**src/rtl/param_demux_pkg.sv**
```systemverilog
// Shared types and helpers for the registered 1-to-2 stream demultiplexer.
package param_demux_pkg;

    // Selector encoding for the destination channel.
    typedef enum logic {
        CH0 = 1'b0,
        CH1 = 1'b1
    } chan_t;

    // Data width derived from its log2.
    function automatic int data_width(input int n);
        return 2 ** n;
    endfunction

endpackage

```
**src/rtl/param_demux_chan_reg.sv**
```systemverilog
// One output channel: holding register, valid flag, ready-to-load term and
// wrapping delivered-word counter.
module demux_chan_reg
    import param_demux_pkg::*;
#(
    parameter int W     = 8,
    parameter int CNT_W = 4
) (
    input  logic             clk,
    input  logic             reset,
    input  logic             ld,
    input  logic [W-1:0]     d,
    output logic [W-1:0]     data,
    output logic             valid,
    input  logic             ready,
    output logic             can_load,
    output logic [CNT_W-1:0] cnt
);

    logic [W-1:0]     data_q, data_d;
    logic             valid_q, valid_d;
    logic [CNT_W-1:0] cnt_q, cnt_d;
    logic             dr;

    assign dr       = valid_q & ready;
    assign can_load = ~valid_q | ready;

    // Next state: a drain clears valid and bumps the counter; a load in the
    // same cycle overrides the clear so back-to-back words keep valid high.
    always_comb begin
        data_d  = data_q;
        valid_d = valid_q;
        cnt_d   = cnt_q;
        if (dr) begin
            valid_d = 1'b0;
            cnt_d   = cnt_q + CNT_W'(1);
        end
        if (ld) begin
            data_d  = d;
            valid_d = 1'b1;
        end
    end

    // State register; reset discards any held word.
    always_ff @(posedge clk or posedge reset) begin
        if (reset) begin
            data_q  <= '0;
            valid_q <= 1'b0;
            cnt_q   <= '0;
        end else begin
            data_q  <= data_d;
            valid_q <= valid_d;
            cnt_q   <= cnt_d;
        end
    end

    assign data  = data_q;
    assign valid = valid_q;
    assign cnt   = cnt_q;

endmodule

```
**src/rtl/param_demux_1x2.sv**
```systemverilog
// Registered 1-to-2 valid/ready demultiplexer. The top level only steers
// x_ready from the selected channel and decodes the per-channel load enable.
module param_demux_1x2
    import param_demux_pkg::*;
#(
    parameter int N     = 3,
    parameter int CNT_W = 4
) (
    input  logic                        clk,
    input  logic                        reset,
    input  logic [data_width(N)-1:0]    x,
    input  logic                        x_valid,
    output logic                        x_ready,
    input  logic                        sel,
    output logic [data_width(N)-1:0]    y0,
    output logic                        y0_valid,
    input  logic                        y0_ready,
    output logic [data_width(N)-1:0]    y1,
    output logic                        y1_valid,
    input  logic                        y1_ready,
    output logic [CNT_W-1:0]            cnt0,
    output logic [CNT_W-1:0]            cnt1
);

    localparam int W = data_width(N);

    chan_t sel_c;
    logic  can_load0, can_load1;
    logic  accept;
    logic  ld0, ld1;

    assign sel_c = chan_t'(sel);

    // x_ready looks only at the targeted channel so a stalled channel never
    // blocks words bound for the other one; it does not depend on x_valid.
    always_comb begin
        x_ready = can_load0;
        if (sel_c == CH1) begin
            x_ready = can_load1;
        end
    end

    assign accept = x_valid & x_ready;
    assign ld0    = accept & (sel_c == CH0);
    assign ld1    = accept & (sel_c == CH1);

    demux_chan_reg #(.W(W), .CNT_W(CNT_W)) u_chan0 (
        .clk      (clk),
        .reset    (reset),
        .ld       (ld0),
        .d        (x),
        .data     (y0),
        .valid    (y0_valid),
        .ready    (y0_ready),
        .can_load (can_load0),
        .cnt      (cnt0)
    );

    demux_chan_reg #(.W(W), .CNT_W(CNT_W)) u_chan1 (
        .clk      (clk),
        .reset    (reset),
        .ld       (ld1),
        .d        (x),
        .data     (y1),
        .valid    (y1_valid),
        .ready    (y1_ready),
        .can_load (can_load1),
        .cnt      (cnt1)
    );

endmodule

```
**config.mk**
```make
export PLATFORM = sky130hd
export DESIGN_NAME = param_demux_1x2
export DESIGN_NICKNAME = d
export VERILOG_FILES = /design/src/rtl/param_demux_pkg.sv /design/src/rtl/param_demux_chan_reg.sv /design/src/rtl/param_demux_1x2.sv
export SDC_FILE = /design/constraint.sdc
export NUM_CORES = 1
export LEC_CHECK = 0
export ABC_AREA = 1
export BUFFER_PORTS_ARGS = -buffer_cell sky130_fd_sc_hd__buf_2
export CORE_UTILIZATION = 47
export DETAILED_ROUTE_END_ITERATION = 7
export PLACE_DENSITY_LB_ADDON = 0.2
export SLEW_MARGIN = 20
export SYNTH_ARGS = -nofsm -noshare
export SYNTH_HDL_FRONTEND = slang
export SYNTH_HIERARCHICAL = 1
export SYNTH_SLANG_ARGS = --single-unit
```
**constraint.sdc**
```tcl
create_clock -name clk -period 1.43 [get_ports clk]
set_input_delay 0.0715 -clock clk [delete_from_list [all_inputs] [get_ports clk]]
set_output_delay 0.0715 -clock clk [all_outputs]
set_load 0.01 [all_outputs]
```
# Word-level counts from Yosys, hierarchy flattened
# Index checks and enable logic that the tools add are counted.
# classes
div_mod_pow,0
n_mul,0
addsub,2
n_shift,0
muxes,5
n_reduce_logical,2
n_eq_ne,0
order_cmp,0
bitwise,10
# ops
operator,n
adder 4 x 1 -> 4 bit (second input constant),2
bitwise AND 1 bit,5
2-to-1 mux 1 bit,5
nonzero test 2 bit,2
inverter 1 bit,3
bitwise OR 1 bit,2
# word_totals
ram_bits,0
latch_bits,0
out_inout_bits,27
mem_count,0
rom_bits,0
ff_bits,26

# Longest topological paths before layout
# logic_depth
word_depth,6
ltp_mapped,8
ltp_nobuf,7

# Cells and area by module
# The synthesis kept the hierarchy.
# by_module_without_submodules
mod,area_each_um2,cells_each,instances
demux_chan_reg,544.3,62,2
param_demux_1x2,31.3,7,1

# Least setup slack after synthesis
# Ideal clock, no wire load.
# synth_path
path_kind,reg2reg
from,"register u_chan0.valid_q, in the netlist u_chan0/valid"
to,"register u_chan0.data_q[0], in the netlist u_chan0/data[0]"
setup_ns,0.117
t_arrival_ns,0.935
t_required_ns,1.313
setup_slack_ns,0.379
synth_period_minus_slack_ns,1.051
path_buffers,1
path_stages_with_launch,8
path_cell_list,dfrtp_1 -> nand2_1 -> nand2_2 -> nor2_2 -> buf_4 -> inv_4 -> nand2_1 -> nand2_1
# synth_between
elab_chain_cells,5
# synth_lines
item,line_no,rtl
"start, declared",param_demux_chan_reg.sv:21,"logic valid_q, valid_d;"
"start signal, assigned",param_demux_chan_reg.sv:52,valid_q <= valid_d;
inverter 1 bit,param_demux_chan_reg.sv:26,assign can_load = ~valid_q | ready;
bitwise OR 1 bit,param_demux_chan_reg.sv:26,
named net can_load0,param_demux_1x2.sv:28,"logic can_load0, can_load1;"
2-to-1 mux 1 bit,param_demux_1x2.sv:38,if (sel_c == CH1) begin
bitwise AND 1 bit,param_demux_1x2.sv:43,assign accept = x_valid & x_ready;
bitwise AND 1 bit,param_demux_1x2.sv:44,assign ld0 = accept & (sel_c == CH0);
named net ld0,param_demux_1x2.sv:30,"logic ld0, ld1;"
"end signal, assigned",param_demux_chan_reg.sv:51,data_q <= data_d;
"end, declared",param_demux_chan_reg.sv:20,"logic [W-1:0] data_q, data_d;"
# The timed path passes the listed nets, and every way through them passes these cells.
# A chain may end at the register's enable or synchronous reset.

# Worst setup path after layout
# layout_path
from,"register u_chan0.valid_q, in the netlist u_chan0/valid"
to,"register u_chan0.data_q[6], in the netlist u_chan0/data[6]"
# Same word-level chain as after synthesis.

==> results.py <==
metrics = {
    "worst_setup_path": {
        "path_cells": "nand2_1 > nand2_2 > nor2_2 > inv_4 > nand2_1 > nand2_1",
        "criticalPathCategory": "register to register",
        "critical_path.max_stage_delay_ns": 0.43,
        "crit_top_cell": "nand2_1",
        "reg2reg_setup_slack_ns": 0.16,
        "cp-start-kind": "register",
        "r2r-start": "u_chan0/valid",
        "timing.rr.end": "u_chan0/data[6]",
        "r2r_cells": 6,
        "required_ns": 1.65,
        "worstPathArrival_ns": 1.48,
        "cp_max_fo": 9,
        "endpoint_kind": "register",
        "cpMaxStageDelayCell": "dfrtp_1",
    },
    "synth": {
        "synthArstFlopShare_pct": 100,
        "synth_top_area_share_pct": 58.1,
        "yosysUniqueCellTypes": 14,
        "synth_top_area_cell": "dfrtp_1",
        "syn_avg_cell_area_um2": 8.55,
        "ys_seq_elements": 26,
        "ys_top_cells_by_area": "dfrtp_1 58%, nand2_1 23%, inv_1 3.4%",
        "syn_area_um2": 1120,
        "yosys_most_used_dff": "dfrtp_1",
        "syn_inst": 131,
        "synth_edf_count": 0,
        "synth_most_common_cell": "nand2_1",
        "synthTopCellsByCount": "70 x nand2_1, 26 x dfrtp_1, 10 x inv_1",
        "synthesis.nets": 147,
        "synth_seq_area_share_pct": 58.1,
        "ys.warnings.count": 6,
    },
    "floorplan": {
        "core_area_um2": 2230,
        "die-area_um2": 2580,
        "chipWidth_um": 50.8,
        "die_y_um": 50.8,
        "initial_core_util_pct": 50.1,
        "num_io_pins": 41,
        "rows": 17,
    },
    "clocking": {
        "clkTransAtPathRegs_ns": 0.14,
        "clock_latency_ns": 0.31,
        "cts_num_sinks": 26,
        "cts_buffers": 3,
        "htreeDepth": 1,
        "cts_setup_buffers": 0,
        "cts_tree": "built",
        "cts_buffer_depth": 2,
        "root_buffer": "clkbuf_4",
    },
    "job": {
        "max-cap-violations": 0,
    },
    "drt": {
        "first_iter_violations": 14,
        "vias": 955,
        "drc": 0,
        "wire_per_inst_um": 10.9,
        "vias_per_cell": 4.53,
        "dr.pass1.iters": 4,
        "routed_wl_mm": 2.31,
        "ant_nets": 0,
    },
    "finish": {
        "area_delta_synth_final_pct": 31.6,
        "fin_cells": 211,
        "n_antenna_cell": 0,
        "fillerInstances": 198,
        "drive_gt1_share_pct": 30.1,
        "layout.nets": 200,
    },
    "min_path": {
        "hp-class": "input port to register",
        "hold_path_depth": 4,
        "hp-start": "y1_ready",
        "worstHoldEndpoint": "u_chan1/valid",
    },
    "global_route": {
        "grt_pass1_wl_mm": 3.77,
        "grt_pass1_vias": 903,
        "grt_max_degree": 15,
        "grt_overflow": 0,
        "grt_antenna_before_repair": 0,
        "grt.total_usage_pct": 20.3,
    },
    "power_and_ir_drop": {
        "power_frac_comb_pct": 32.5,
        "p_sw_w": 0.000736,
        "p_sw_share_pct": 34.8,
        "p_seq_share_pct": 50.4,
        "ir_worst_vdd_v": 0.00111,
        "p_int_w": 0.00138,
        "p_leak_nw": 0.867,
        "p_clk_share_pct": 17.1,
        "powerDensity_nw_per_um2": 1430,
    },
    "sta": {
        "worst_slew_pin_slew_ns": 0.467,
        "finalSetupViolCount": 0,
        "rsz0062_at_grt": "false",
        "finalClockSkew_ns": 0.00543,
        "hold_violations": 0,
        "fmax_ghz": 0.790,
        "drv_slew": 0,
        "fin_crit_ns": 1.27,
        "finalCritPeriodShare_pct": 88.5,
        "maxSlewHeadroom_pct": 68.8,
        "finalSetupTns_ns": 0,
        "layout_setup_ws_ns": 0.164,
    },
    "place": {
        "dp_cells": 198,
        "dpl.hpwl_mm": 1.74,
        "port_buffers": 40,
        "gp_congestion": 0.733,
        "place_ws_ns": 0.191,
    },
    "outcome": {
        "outcome": "finished, final reports clean",
    },
}
-- sequential cells by signal (all words and copies together) (netlist names) --
| name | flops |
|---|---|
| u_chan0/data | 8 |
| u_chan1/data | 8 |
| u_chan0/cnt | 4 |
| u_chan1/cnt | 4 |
| u_chan0/valid | 1 |
| u_chan1/valid | 1 |
-- kinds of logic after synthesis --
kind of cell    synth area share (%)
buf+inv                         6.48
compound gates                  1.34
fa+ha+maj                       2.23
flops                           58.1
xor+xnor                        1.56
simple gates                    30.3
-- layer usage --
layer  wire length (um)  global-route usage, %
met1                992                   24.5
met2               1190                   35.6
met3                103                   3.87
met4                 17                   8.33
met5                  0                      0
-- power by group through the flow --
stage | clock network [W] | registers, W | logic [W]
6_report | 0.000362 | 0.00107 | 0.000687
2_1_floorplan | 0 | 0.00116 | 0.000313
3_5_place_dp | 0 | 0.00108 | 0.000675
4_1_cts | 0.000368 | 0.00107 | 0.000695
5_1_grt | 0.000403 | 0.00110 | 0.000777
3_3_place_gp | 0 | 0.00107 | 0.000655
-- metrics by stage --
step	total power [W]	instance area [um^2]	utilization, %	hold slack [ns]
after global routing	0.00228	1470	66.0	0.0517
after CTS	0.00213	1470	66.0	0.0280
after floorplan	0.00147	1120	-	-0.0515
final	0.00211	1470	66.0	0.0245
after global placement	0.00173	1350	60.3	0.120
after detailed placement	0.00176	1350	60.3	0.118
-- area by class of cell --
cell class              instances  area (um^2)  area share [%]
flip-flops and latches         26          651            44.1
multi-input cells              89          397            26.9
repair buffers                 50          298            20.2
inverters                      14         57.6            3.90
clock buffers                   4         36.3            2.46
well taps                      28         35.0            2.38
-- timing repair --
| item | CTS | global route |
|---|---|---|
| hold buffers | 9 | 0 |
| endpoints found under the hold margin | 42 | 0 |
| gates resized for setup | 0 | 0 |
| setup endpoints to repair | 0 | 0 |
-- worst max path at each step --
stage | from | to | depth (start not counted)
floorplan | u_chan0/valid | u_chan0/data[0] | 7
global placement | u_chan0/valid | u_chan0/data[2] | 6
detailed placement | u_chan0/valid | u_chan0/data[6] | 6
CTS | u_chan0/valid | u_chan0/data[6] | 6
global route | u_chan0/valid | u_chan0/data[3] | 6
finish | u_chan0/valid | u_chan0/data[6] | 6
-- worst max-delay path: cells and delay by family, from the launching register on --
family                 cells  cell delay, ns
and+or+nand+nor            5            0.64
buffers and inverters      1            0.11
DFF                        1            0.43
-- cell usage in the layout (no fill, tap or decap), drive strengths merged --
cell type,n
o21bai,2
clkbuf,4
nand2,73
nand3b,2
buf,41
nand3,4
dlygate4sd3,9
ha,2
nor2,4
dfrtp,26
xor2,2
inv,14
No activity file was read; power rests on OpenSTA's default activity.
